===== config.mk =====
export PLATFORM = sky130hd
export DESIGN_NAME = decode_stage_sb
export DESIGN_NICKNAME = d
export VERILOG_FILES = /design/src/rtl/decode_stage_sb.sv
export SDC_FILE = /design/constraint.sdc
export NUM_CORES = 1
export LEC_CHECK = 0
export CAP_MARGIN = 40
export CORE_UTILIZATION = 51
export DETAILED_ROUTE_END_ITERATION = 7
export PLACE_DENSITY = 0.84
export SLEW_MARGIN = 10
export SYNTH_ARGS = -nofsm -noshare
export SYNTH_HDL_FRONTEND = slang
export SYNTH_SLANG_ARGS = --single-unit

===== constraint.sdc =====
create_clock -name clk -period 4.2 [get_ports clk]
set_clock_uncertainty 0.1 [all_clocks]
set_input_delay 1.05 -clock clk [delete_from_list [all_inputs] [get_ports clk]]
set_output_delay 1.05 -clock clk [all_outputs]
set_load 0.02 [all_outputs]

===== src/rtl/decode_stage_sb.sv =====
// Registered, handshaked scalar decoder for the ASIP decode stage.
// A per-register load scoreboard stalls fetch on load-use and write-after-write hazards.
module decode_stage_sb #(
    parameter int N        = 16,
    parameter int LOAD_LAT = 2,
    parameter int CNT_W    = 16
) (
    input  logic             clk,
    input  logic             rst,
    input  logic             flush,
    input  logic             in_valid,
    output logic             in_ready,
    input  logic [N-1:0]     instruction,
    output logic             out_valid,
    input  logic             out_ready,
    output logic             MemoryWrite,
    output logic [1:0]       WriteRegFrom,
    output logic [3:0]       RegToWrite,
    output logic [3:0]       RegSrcA,
    output logic [3:0]       RegSrcB,
    output logic [7:0]       Immediate,
    output logic             RegWriteEn,
    output logic             IsLoad,
    output logic [CNT_W-1:0] stall_count
);

    localparam logic [2:0] LL = 3'(LOAD_LAT);

    logic [3:0] op, rd, rs_a, rs_b;
    logic [7:0] imm;
    logic [1:0] dec_wrf;
    logic       dec_mw, dec_rwe, dec_load;
    logic       rd_a, rd_b, hazard, accept;

    logic [2:0] sb_q [16];
    logic [2:0] sb_d [16];
    logic             out_valid_q, out_valid_d;
    logic [CNT_W-1:0] stall_q, stall_d;
    logic       mw_q, rwe_q, load_q;
    logic [1:0] wrf_q;
    logic [3:0] rd_q, rs_a_q, rs_b_q;
    logic [7:0] imm_q;

    assign op   = instruction[N-1:N-4];
    assign rd   = instruction[N-5:N-8];
    assign rs_a = instruction[7:4];
    assign rs_b = instruction[3:0];
    assign imm  = instruction[7:0];

    assign dec_wrf  = (op == 4'd0) ? 2'b10 : {1'b0, ~op[3]};
    assign dec_mw   = (op == 4'b1100);
    assign dec_rwe  = ~op[0] | (op[1] & op[2]);
    assign dec_load = dec_rwe & (dec_wrf == 2'b00) & ~dec_mw;

    // LOSC reads nothing, ALU reads both sources, memory ops read only the address
    assign rd_a = (op != 4'd0);
    assign rd_b = (op != 4'd0) & ~op[3];

    assign hazard = in_valid & ((rd_a & (sb_q[rs_a] != 3'd0)) |
                                (rd_b & (sb_q[rs_b] != 3'd0)) |
                                ((dec_mw | dec_rwe) & (sb_q[rd] != 3'd0)));

    assign in_ready = (~out_valid_q | out_ready) & ~hazard & ~flush;
    assign accept   = in_valid & in_ready;

    always_comb begin
        sb_d = sb_q;
        if (flush) begin
            for (int r = 0; r < 16; r++) sb_d[r] = 3'd0;
        end else begin
            if (out_ready) begin
                for (int r = 0; r < 16; r++)
                    if (sb_q[r] != 3'd0) sb_d[r] = sb_q[r] - 3'd1;
            end
            if (accept && dec_load) sb_d[rd] = LL;
        end
    end

    always_comb begin
        out_valid_d = out_valid_q;
        if (flush)          out_valid_d = 1'b0;
        else if (accept)    out_valid_d = 1'b1;
        else if (out_ready) out_valid_d = 1'b0;
    end

    always_comb begin
        stall_d = stall_q;
        if (hazard && !flush && (stall_q != {CNT_W{1'b1}}))
            stall_d = stall_q + 1'b1;
    end

    always_ff @(posedge clk or posedge rst) begin
        if (rst) begin
            for (int r = 0; r < 16; r++) sb_q[r] <= 3'd0;
            out_valid_q <= 1'b0;
            stall_q     <= '0;
            mw_q        <= 1'b0;
            rwe_q       <= 1'b0;
            load_q      <= 1'b0;
            wrf_q       <= 2'b00;
            rd_q        <= 4'd0;
            rs_a_q      <= 4'd0;
            rs_b_q      <= 4'd0;
            imm_q       <= 8'd0;
        end else begin
            sb_q        <= sb_d;
            out_valid_q <= out_valid_d;
            stall_q     <= stall_d;
            if (accept) begin
                mw_q   <= dec_mw;
                rwe_q  <= dec_rwe;
                load_q <= dec_load;
                wrf_q  <= dec_wrf;
                rd_q   <= rd;
                rs_a_q <= rs_a;
                rs_b_q <= rs_b;
                imm_q  <= imm;
            end
        end
    end

    assign out_valid    = out_valid_q;
    assign MemoryWrite  = mw_q;
    assign WriteRegFrom = wrf_q;
    assign RegToWrite   = rd_q;
    assign RegSrcA      = rs_a_q;
    assign RegSrcB      = rs_b_q;
    assign Immediate    = imm_q;
    assign RegWriteEn   = rwe_q;
    assign IsLoad       = load_q;
    assign stall_count  = stall_q;

endmodule


==> results of run 1 <==
[worst paths after layout]
kind | slack [ns] | endpoint | depth (start not counted) | startpoint
worst max register to register | 1.02 | RegToWrite[1] | 10 | sb_q[9]
min in group asynchronous | 0.95 | sb_q[27] | 2 | rst
worst max-delay path | -0.05 | in_ready | 9 | instruction[4]
max in group asynchronous | 2.43 | sb_q[10] | 3 | rst
worst min-delay path | 0.38 | stall_count[8] | 1 | stall_count[8]
worst min register to register | 0.38 | stall_count[8] | 1 | stall_count[8]
[through the flow]
stage	total power (W)	TNS (ns)
floorplan	0.00270	-0.0890
global placement	0.00330	-0.749
detailed placement	0.00344	-0.802
CTS	0.00413	-0.0480
global route	0.00445	-0.0899
finish	0.00417	-0.0488
[kinds of logic (layout without fill, tap and decap cells)]
| group | Yosys count | in the layout |
|---|---|---|
| AO/OA/AOI/OAI | 142 | 142 |
| XOR/XNOR | 31 | 31 |
| adder cells (fa/ha/maj) | 33 | 33 |
| buffers and inverters | 93 | 187 |
| flip-flops | 82 | 82 |
| multiplexers | 23 | 23 |
| AND/OR/NAND/NOR | 132 | 132 |
[flip-flops by register name, summed over array words and instances (netlist names)]
name and flops:
WriteRegFrom 2, MemoryWrite 1, RegSrcB 3, RegSrcA 4
RegToWrite 4, out_valid 1, sb_q 48, RegWriteEn 1
stall_count 16, IsLoad 1, Immediate 1
[worst register-to-register path: stages (launching register included)]
cell and delay (ns):
dfrtp_1 0.41, or4_1 0.51, and3_4 0.20, o31ai_4 0.26, nand4_2 0.18, buf_4 0.17, buf_4 0.12, a311o_4 0.41
nor2_8 0.17, buf_4 0.19, mux2_2 0.34
[placed cells by master, fill, tap and decap left out, types with 18 or more instances in the layout]
cell type / count
dfrtp_1: 82
a21oi_1: 18
nor3_1: 38
o21ai_0: 36
nand2_1: 47
ha_1: 33
clkdlybuf4s50_1: 56
a311oi_1: 32
inv_1: 53
buf_4: 50
[report_power, final]
| part | switching [W] | leakage (nW) | internal, W |
|---|---|---|---|
| combinational | 0.00118 | 1.66 | 0.00106 |
| clock | 0.000314 | 0.106 | 0.000334 |
| sequential | 0.000240 | 1.09 | 0.00104 |
[repair_timing]
item                       4_1_cts  5_1_grt
hold endpoints to repair         0        0
setup endpoints to repair        1        1
resized for setup               23        1
pin swaps                        7        6
buffers inserted                 1        0
[layout make-up]
type	count	share of cell area (%)
Multi-Input combinational cell	361	43.4
Timing Repair Buffer	117	16.4
Tap cell	133	2.54
Clock buffer	9	1.89
Clock inverter	6	1.37
Inverter	55	3.17
Sequential cell	82	31.3
[per-layer routing]
layer / track usage [%] / wire (um) / part of all wire (%)
met3: 6.29 / 1140 / 8.1
met1: 34.2 / 5650 / 40
met5: 0 / 13 / 0.092
met4: 13.7 / 558 / 4.0
met2: 45.6 / 6730 / 48
==> qor.txt, run 1 <==
adder-cell area share of the yosys netlist = 7.85%
max_cap viols = 0
Area growth syn-to-layout = 24.7%
yosys warns = 0
Critical Path AT = 3.10 ns
Antenna Cells = 0
first-pass GRT wire length = 23,800 um
multiplexer share of the synthesized area = 6.66%
GR Overflow Total = 0
Critical Path End Type = output port
largest net degree at the start of global routing = 49
CTS H-tree lvls = 3
worst min path class = register to register
Placeable Area = 9860 um^2
Horiz. Die Dim = 104 um
Cells after Synth = 536
Leak = 2.86 nW
area of the multi-input gates = 2850 um^2
Worst-Margin Slew = 0.845 ns
Iteration-0 DRC Markers = 350
Final Critical Period = 4.25 ns
pre-CTS setup slack = -0.802 ns
Placement Rows = 36
final net count = 680
PD cells = 635 nW/um^2
fillcell total = 685
layout cells sized above 1 = 17.3%
Bufs and invs on worst path = 2
worst path cell trace = buf_6 > or4_1 > and3_4 > o31ai_4 > nand4_2 > a311oi_4 > nand2_4 > a211oi_4 > buf_6
XOR/XNOR share of the synthesized area = 5.16%
IO Port Bufs = 63
CTS Buf Count = 9
Worst-Skew Late Latency = 0.36 ns
residual DRC count = 0
Clock Path Buffers = 2
unrepaired setup endpoints after global routing = true
top_reg_cell synth = dfrtp_1
Max FO, Critical Path = 2
Slew headroom = 43.6%
slowest stage cell on the critical path = or4_1
status = complete, but fails checks
Initial Util = 53.3%
upper clock frequency limit = 0.235 GHz
post-placement cell count = 747
most frequent CP cell = buf_6
delay-heaviest family, CP = simple AND/OR/NAND/NOR gates
Cell Area, Synth = 5260 um^2
Fin. Hold Viols = 0
post-synth top area share = 39.0%
num ports = 64
syn nets = 590
initial antenna violation count = 1
Die Y = 104 um
DR vias = 4,758
#FFs+latches synth = 82
die area = 10,700 um^2
FF+latch area = 2050 um^2
dpl cell area = 6300 um^2
GP Congestion = 0.863
Clk pin slew, worst setup/hold paths = 0.09 ns
most frequent cell after synthesis = dfrtp_1
Area contributors post-synth = dfrtp_1 39%, ha_1 7.9%, a311oi_1 5.3%, inv_1 3.9%, nor3_1 3.6%
Setup CP Type = primary input to output port
Slew Viols, Final = 0
root buffer selected by CTS = clkbuf_8
Post-synth EDFFs = 0
Post-Synth Simple-Gate Area = 12.9%
DRT Pass-1 Iters = 5
Tot GR Track Use = 27.7%
Commonest cells post-synth = 82 x dfrtp_1, 54 x inv_1, 48 x nand2_1, 38 x nor3_1, 36 x o21ai_0
vias per cell = 6.24
Wirelength per Cell = 18.5 um
Cell variety after synth = 55
final worst-path setup slack = -0.0488 ns
CTS Hold Buffers Added = 0
final setup violation count = 1
Synth area leader = dfrtp_1
Max VDD drop = 0.327 mV
async set or reset register ratio after synthesis = 100%
Hold WS = 0.384 ns
Max stage delay on crit path = 0.49 ns
Post-Route WL = 14,100 um
# clock sinks = 82
TritonCTS clock tree = built
Setup crit start kind = primary input
Detail Route Antenna Nets = 0
post-DP HPWL = 9880 um
failing checks = setup timing
final core utilization = 66.5%
required time worst endpoint = 3.05 ns
complex-gate fraction of the synthesized area = 20.2%
largest family of logic cells by synthesized area = compound AO/OA/AOI/OAI gates
post-route insts no fill = 763
final instance area = 6560 um^2
Final Cycle Share = 101%
Mean Syn Cell Area = 9.81 um^2
register area share after synthesis = 39.0%
vias in the first global route = 4,906
Power figures use the tool's default switching activity.
==> inputs of run 2 (changes only) <==
--- a/config.mk
+++ b/config.mk
@@ -6,9 +6,10 @@
 export NUM_CORES = 1
 export LEC_CHECK = 0
 export CAP_MARGIN = 40
-export CORE_UTILIZATION = 51
+export CORE_UTILIZATION = 55
 export DETAILED_ROUTE_END_ITERATION = 7
-export PLACE_DENSITY = 0.84
+export DONT_BUFFER_PORTS = 1
+export PLACE_DENSITY = 0.8
 export SLEW_MARGIN = 10
 export SYNTH_ARGS = -nofsm -noshare
 export SYNTH_HDL_FRONTEND = slang
==> constraint.sdc (replaced) <==
create_clock -name clk -period 4.2 [get_ports clk]
set_clock_uncertainty 0.1 [all_clocks]
set_input_delay 1.05 -clock clk [delete_from_list [all_inputs] [get_ports clk]]
set_output_delay 1.05 -clock clk [all_outputs]
set_load 0.01 [all_outputs]
==> run 2 against run 1 <==
Against the previous run: the flow now finishes without violations; core utilization is 6.4 points lower; clock power is 3% lower; count of clock-buffer cells in the layout stayed put; maximum frequency up 7.5%; routed wire length fell by 13%; flip-flop and latch count stayed put; combinational power down 31%; via count decreased by 12%.
==> qor.txt, run 2 (synthesis gave the netlist of run 1 again) <==
CTS Buf Count = 9
CTS H-tree lvls = 3
largest net degree at the start of global routing = 49
required time worst endpoint = 3.05 ns
Clock Path Buffers = 2
post-DP HPWL = 8530 um
DRT Pass-1 Iters = 4
Slew Viols, Final = 0
final instance area = 5560 um^2
Setup crit start kind = primary input
num ports = 64
Fin. Hold Viols = 0
most frequent cells in the layout = 82 x dfrtp_1, 53 x inv_1, 47 x nand2_1, 38 x nor3_1, 36 x o21ai_0
Iteration-0 DRC Markers = 235
Largest register FFs = 48
Placeable Area = 9240 um^2
Critical Path End Type = output port
Antenna Cells = 0
final setup violation count = 0
post-CTS setup buffer count = 0
layout cells sized above 1 = 11.6%
Worst-Skew Late Latency = 0.36 ns
Largest Register = sb_q
Final Cycle Share = 94.1%
upper clock frequency limit = 0.253 GHz
commonest non-fill, non-tap cell in the layout = dfrtp_1
slowest stage cell on the critical path = or4_1
PD cells = 635 nW/um^2
Detail Route Antenna Nets = 0
GP Congestion = 0.870
Post-Route WL = 12,300 um
Bufs and invs on worst path = 0
origin of the critical flop-to-flop path = sb_q[39]
max_cap viols = 0
final net count = 577
status = completed
Critical Path AT = 2.80 ns
residual DRC count = 0
DR vias = 4,182
dpl cell area = 5340 um^2
Wirelength per Cell = 18.7 um
worst min path class = primary input to async pin
vias in the first global route = 4,144
root buffer selected by CTS = clkbuf_8
delay-heaviest family, CP = simple AND/OR/NAND/NOR gates
Clk pin slew, worst setup/hold paths = 0.09 ns
final core utilization = 60.1%
Leak = 2.40 nW
final worst-path setup slack = 0.248 ns
vias per cell = 6.38
# resized after CTS = 0
Tot GR Track Use = 25.6%
Slew headroom = 55.4%
Area growth syn-to-layout = 5.64%
first-pass GRT wire length = 20,000 um
Max stage delay on crit path = 0.51 ns
Reg2Reg Setup Slack = 1.16 ns
initial antenna violation count = 0
Placement Rows = 35
pre-CTS setup slack = 0.251 ns
Die Y = 99.8 um
FF-to-FF path depth = 8
# clock sinks = 82
Max VDD drop = 0.271 mV
Max FO, Critical Path = 9
Worst-Margin Slew = 0.664 ns
TritonCTS clock tree = built
worst path cell trace = or4_1 > and3_4 > o31ai_4 > nand4_2 > a311oi_4 > nand2_2 > a211oi_2
die area = 9960 um^2
unrepaired setup endpoints after global routing = false
GR Overflow Total = 0
Setup CP Type = primary input to output port
RR Endpoint = sb_q[0]
CTS Hold Buffers Added = 0
Horiz. Die Dim = 99.8 um
Initial Util = 56.9%
Final Critical Period = 3.95 ns
IO Port Bufs = 0
==> run 2: changes by cell type in the layout (fill, tap and decap cells not counted), sizes merged <==
cell,before,now
dlygate4sd2,5,0
buf,56,14
clkdlybuf4s50,56,0
clkinv,4,2
clkinvlp,1,3
==> run 2: layer usage <==
layer | share of wire, % | vias to the layer above | track usage [%]
li1 | - | 1924 | -
met1 | 43 | 2068 | 32.6
met2 | 48 | 162 | 41.4
met3 | 6.5 | 28 | 5.15
met4 | 2.4 | 0 | 12.9
met5 | 0 | - | 0
==> run 2: cell type report <==
class                      count  area (um^2)
multi-input combinational    361         2790
clock inverter                 6         91.3
fill                         741         3680
timing repair buffer          14          125
sequential                    82         2050
tap                          129          161
inverter                      55          208
clock buffer                   9          124
==> run 2: worst max-delay path by stage <==
stage,from,to,slack (ns),cells after the start
final,instruction[4],in_ready,0.25,7
after CTS,instruction[4],in_ready,0.25,7
after global routing,instruction[4],in_ready,0.19,7
after detailed placement,instruction[4],in_ready,0.25,7
after floorplan,instruction[4],in_ready,-0.02,9
after global placement,instruction[4],in_ready,0.27,7
==> run 2: through the flow <==
stage                     setup TNS (ns)  cells  hold slack [ns]  total power (W)
after floorplan                  -0.0222    536            0.415          0.00258
after global placement                 0    637            0.435          0.00276
after detailed placement               0    641            0.447          0.00288
after CTS                              0    656            0.406          0.00352
after global routing                   0    656            0.414          0.00379
final                                  0    656            0.407          0.00353
==> run 2: report_power, final <==
group / switching (W) / internal (W) / total [W]
sequential: 0.000316 / 0.00104 / 0.00135
clock: 0.000297 / 0.000333 / 0.000631
combinational: 0.000856 / 0.000686 / 0.00154
==> inputs of run 3 (changes only) <==
--- a/config.mk
+++ b/config.mk
@@ -5,6 +5,7 @@
 export SDC_FILE = /design/constraint.sdc
 export NUM_CORES = 1
 export LEC_CHECK = 0
+export ABC_AREA = 1
 export CAP_MARGIN = 40
 export CORE_UTILIZATION = 55
 export DETAILED_ROUTE_END_ITERATION = 7
==> run 3 against run 2 <==
Against the previous run: sequential share of layout area decreased by 3.2 points; routed wire length increased by 14%; via count increased by 25%; flip-flop and latch count unchanged; maximum frequency increased by 21%; highest routed layer unchanged; total power decreased by 7.1%; critical path type unchanged.
==> qor.txt, run 3 <==
status = completed
top_reg_cell synth = dfrtp_1
final setup violation count = 0
# resized after CTS = 0
Largest Register = sb_q
Clk network pwr share = 19.8%
vias per cell = 5.25
post-route setup TNS = 0 ns
DRT Pass-1 Iters = 5
register area share after synthesis = 35.3%
GR Overflow Total = 0
upper clock frequency limit = 0.307 GHz
Fin. Hold Viols = 0
Die Y = 105 um
RR Endpoint = RegToWrite[3]
Wirelength per Cell = 14.0 um
CTS H-tree lvls = 3
Post-Synth Simple-Gate Area = 34.9%
Placement Rows = 37
met2 Use GR = 44.2%
Final Cycle Share = 77.6%
Setup crit start kind = primary input
combinational fraction of design power = 40.6%
Critical Path End Type = output port
initial antenna violation count = 0
Tot GR Track Use = 26.8%
Cells after Synth = 862
Setup CP Type = primary input to output port
FF-to-FF path depth = 14
Psw = 0.00142 W
DR vias = 5,207
required time worst endpoint = 3.05 ns
Net Sw Frac = 43.5%
vias in the first global route = 5,067
Final Critical Period = 3.26 ns
largest net degree at the start of global routing = 43
Detail Route Antenna Nets = 0
multiplexer share of the synthesized area = 0%
P_int = 0.00185 W
Slew Viols, Final = 0
# clock sinks = 82
Leak = 3.13 nW
commonest non-fill, non-tap cell in the layout = nand2_1
syn nets = 916
final net count = 905
Critical Path AT = 2.11 ns
residual DRC count = 0
total chip power = 0.00328 W
Clk pin slew, worst setup/hold paths = 0.09 ns
Area growth syn-to-layout = 4.87%
Iteration-0 DRC Markers = 343
Post-synth EDFFs = 0
Clock Path Buffers = 2
CTS Hold Buffers Added = 0
Max VDD drop = 0.299 mV
#FFs+latches synth = 82
unrepaired setup endpoints after global routing = false
complex-gate fraction of the synthesized area = 7.93%
TritonCTS clock tree = built
post-DP HPWL = 10,100 um
most frequent cell after synthesis = nand2_1
Antenna Cells = 0
Synth area leader = dfrtp_1
adder-cell area share of the yosys netlist = 7.11%
Placeable Area = 10,300 um^2
M1 GR Usage = 34.4%
GP Congestion = 0.944
yosys warns = 0
Worst-Skew Late Latency = 0.36 ns
async set or reset register ratio after synthesis = 100%
largest family of logic cells by synthesized area = simple AND/OR/NAND/NOR gates
Initial Util = 56.5%
max_cap viols = 0
Post-Route WL = 13,900 um
sequential share of power = 39.5%
CTS Buf Count = 9
post-synth top area share = 35.3%
layout cells sized above 1 = 7.13%
Cell variety after synth = 28
PD cells = 538 nW/um^2
XOR/XNOR share of the synthesized area = 2.26%
die area = 11,000 um^2
root buffer selected by CTS = clkbuf_8
Critical Path Source = instruction[9]
fillcell total = 952
Slew headroom = 53.8%
Worst-Margin Slew = 0.691 ns
IO Port Bufs = 0
Horiz. Die Dim = 105 um
Mean Syn Cell Area = 6.74 um^2
Area contributors post-synth = dfrtp_1 35%, nand2_1 15%, nor2_1 9.5%, inv_1 8.7%, ha_1 7.1%
most used routing layer = met2
origin of the critical flop-to-flop path = sb_q[6]
Largest register FFs = 48
post-CTS setup buffer count = 0
M3 GR Usage = 6.55%
worst min path class = primary input to async pin
Reg2Reg Setup Slack = 1.48 ns
first-pass GRT wire length = 23,500 um
most frequent cells in the layout = 233 x nand2_1, 147 x nor2_1, 134 x inv_1, 82 x dfrtp_1, 76 x nand3_1
num ports = 64
Max FO, Critical Path = 5
Cell Area, Synth = 5810 um^2
Commonest cells post-synth = 233 x nand2_1, 147 x nor2_1, 135 x inv_1, 82 x dfrtp_1, 76 x nand3_1
## run 3: changes by cell type after synthesis, sizes merged, moves of 32 or more
cell / delta
nand2: +191
nor3: -32
inv: +88
nor2: +147
nand3: +70
a311oi: -33
## run 3: worst max-delay path: stages
cell     delay (ns)
nand2_2        0.10
inv_2          0.06
nand2_1        0.06
nand2_1        0.05
nor2_1         0.09
nor2_1         0.05
nor2_1         0.10
nand2_1        0.07
nand2_2        0.08
nand3_4        0.10
a21oi_1        0.27
## run 3: worst max path at each step
stage                   end  slack (ns)  cells past startpoint
6_report           in_ready        0.94                     11
5_1_grt            in_ready        0.79                     11
4_1_cts            in_ready        0.95                     11
3_5_place_dp       in_ready        0.96                     11
3_3_place_gp       in_ready        0.98                     11
2_1_floorplan  Immediate[3]        0.94                      1
## run 3: cells by family after synthesis
kind of cell,Yosys count
AOI/OAI and AO/OA,74
xor gates and xnor gates,15
adders and majority gates,33
buffers and inverters,172
DFF,82
and+or+nand+nor,486
## run 3: final cells by class
cell class	instances	area [um^2]	share of cell area, %
Clock inverter	6	90.1	1.48
Sequential cell	82	2050	33.7
Timing Repair Buffer	8	72.6	1.19
Multi-Input combinational cell	608	3030	49.7
Inverter	142	539	8.85
Tap cell	136	170	2.79
Clock buffer	10	138	2.26
## run 3: routing by layer
metal  routed length (um)  part of all wire (%)  vias up
met5                    0                     0        -
met4                  355                   2.6        0
met3                  995                   7.2       31
met2                 6400                    46      169
met1                 6160                    44     2386
li1                     -                     -     2621
## run 3: metrics by stage
step	worst slack (ns)	utilization, %	instances	cell area, um^2	hold slack, ns
detailed placement	0.957	57.0	976	5860	0.432
finish	0.943	59.3	992	6090	0.352
global route	0.787	59.3	992	6090	0.354
CTS	0.951	59.3	992	6090	0.353
floorplan	0.942	-	862	5810	0.408
global placement	0.978	56.9	975	5840	0.425
## run 3: power by group through the flow
stage                     sequential [W]  combinational [W]  clock (W)
after floorplan                  0.00124            0.00115          0
final                            0.00129            0.00133   0.000650
after detailed placement         0.00131            0.00132          0
after global placement           0.00130            0.00127          0
after CTS                        0.00129            0.00133   0.000664
after global routing             0.00133            0.00156   0.000694
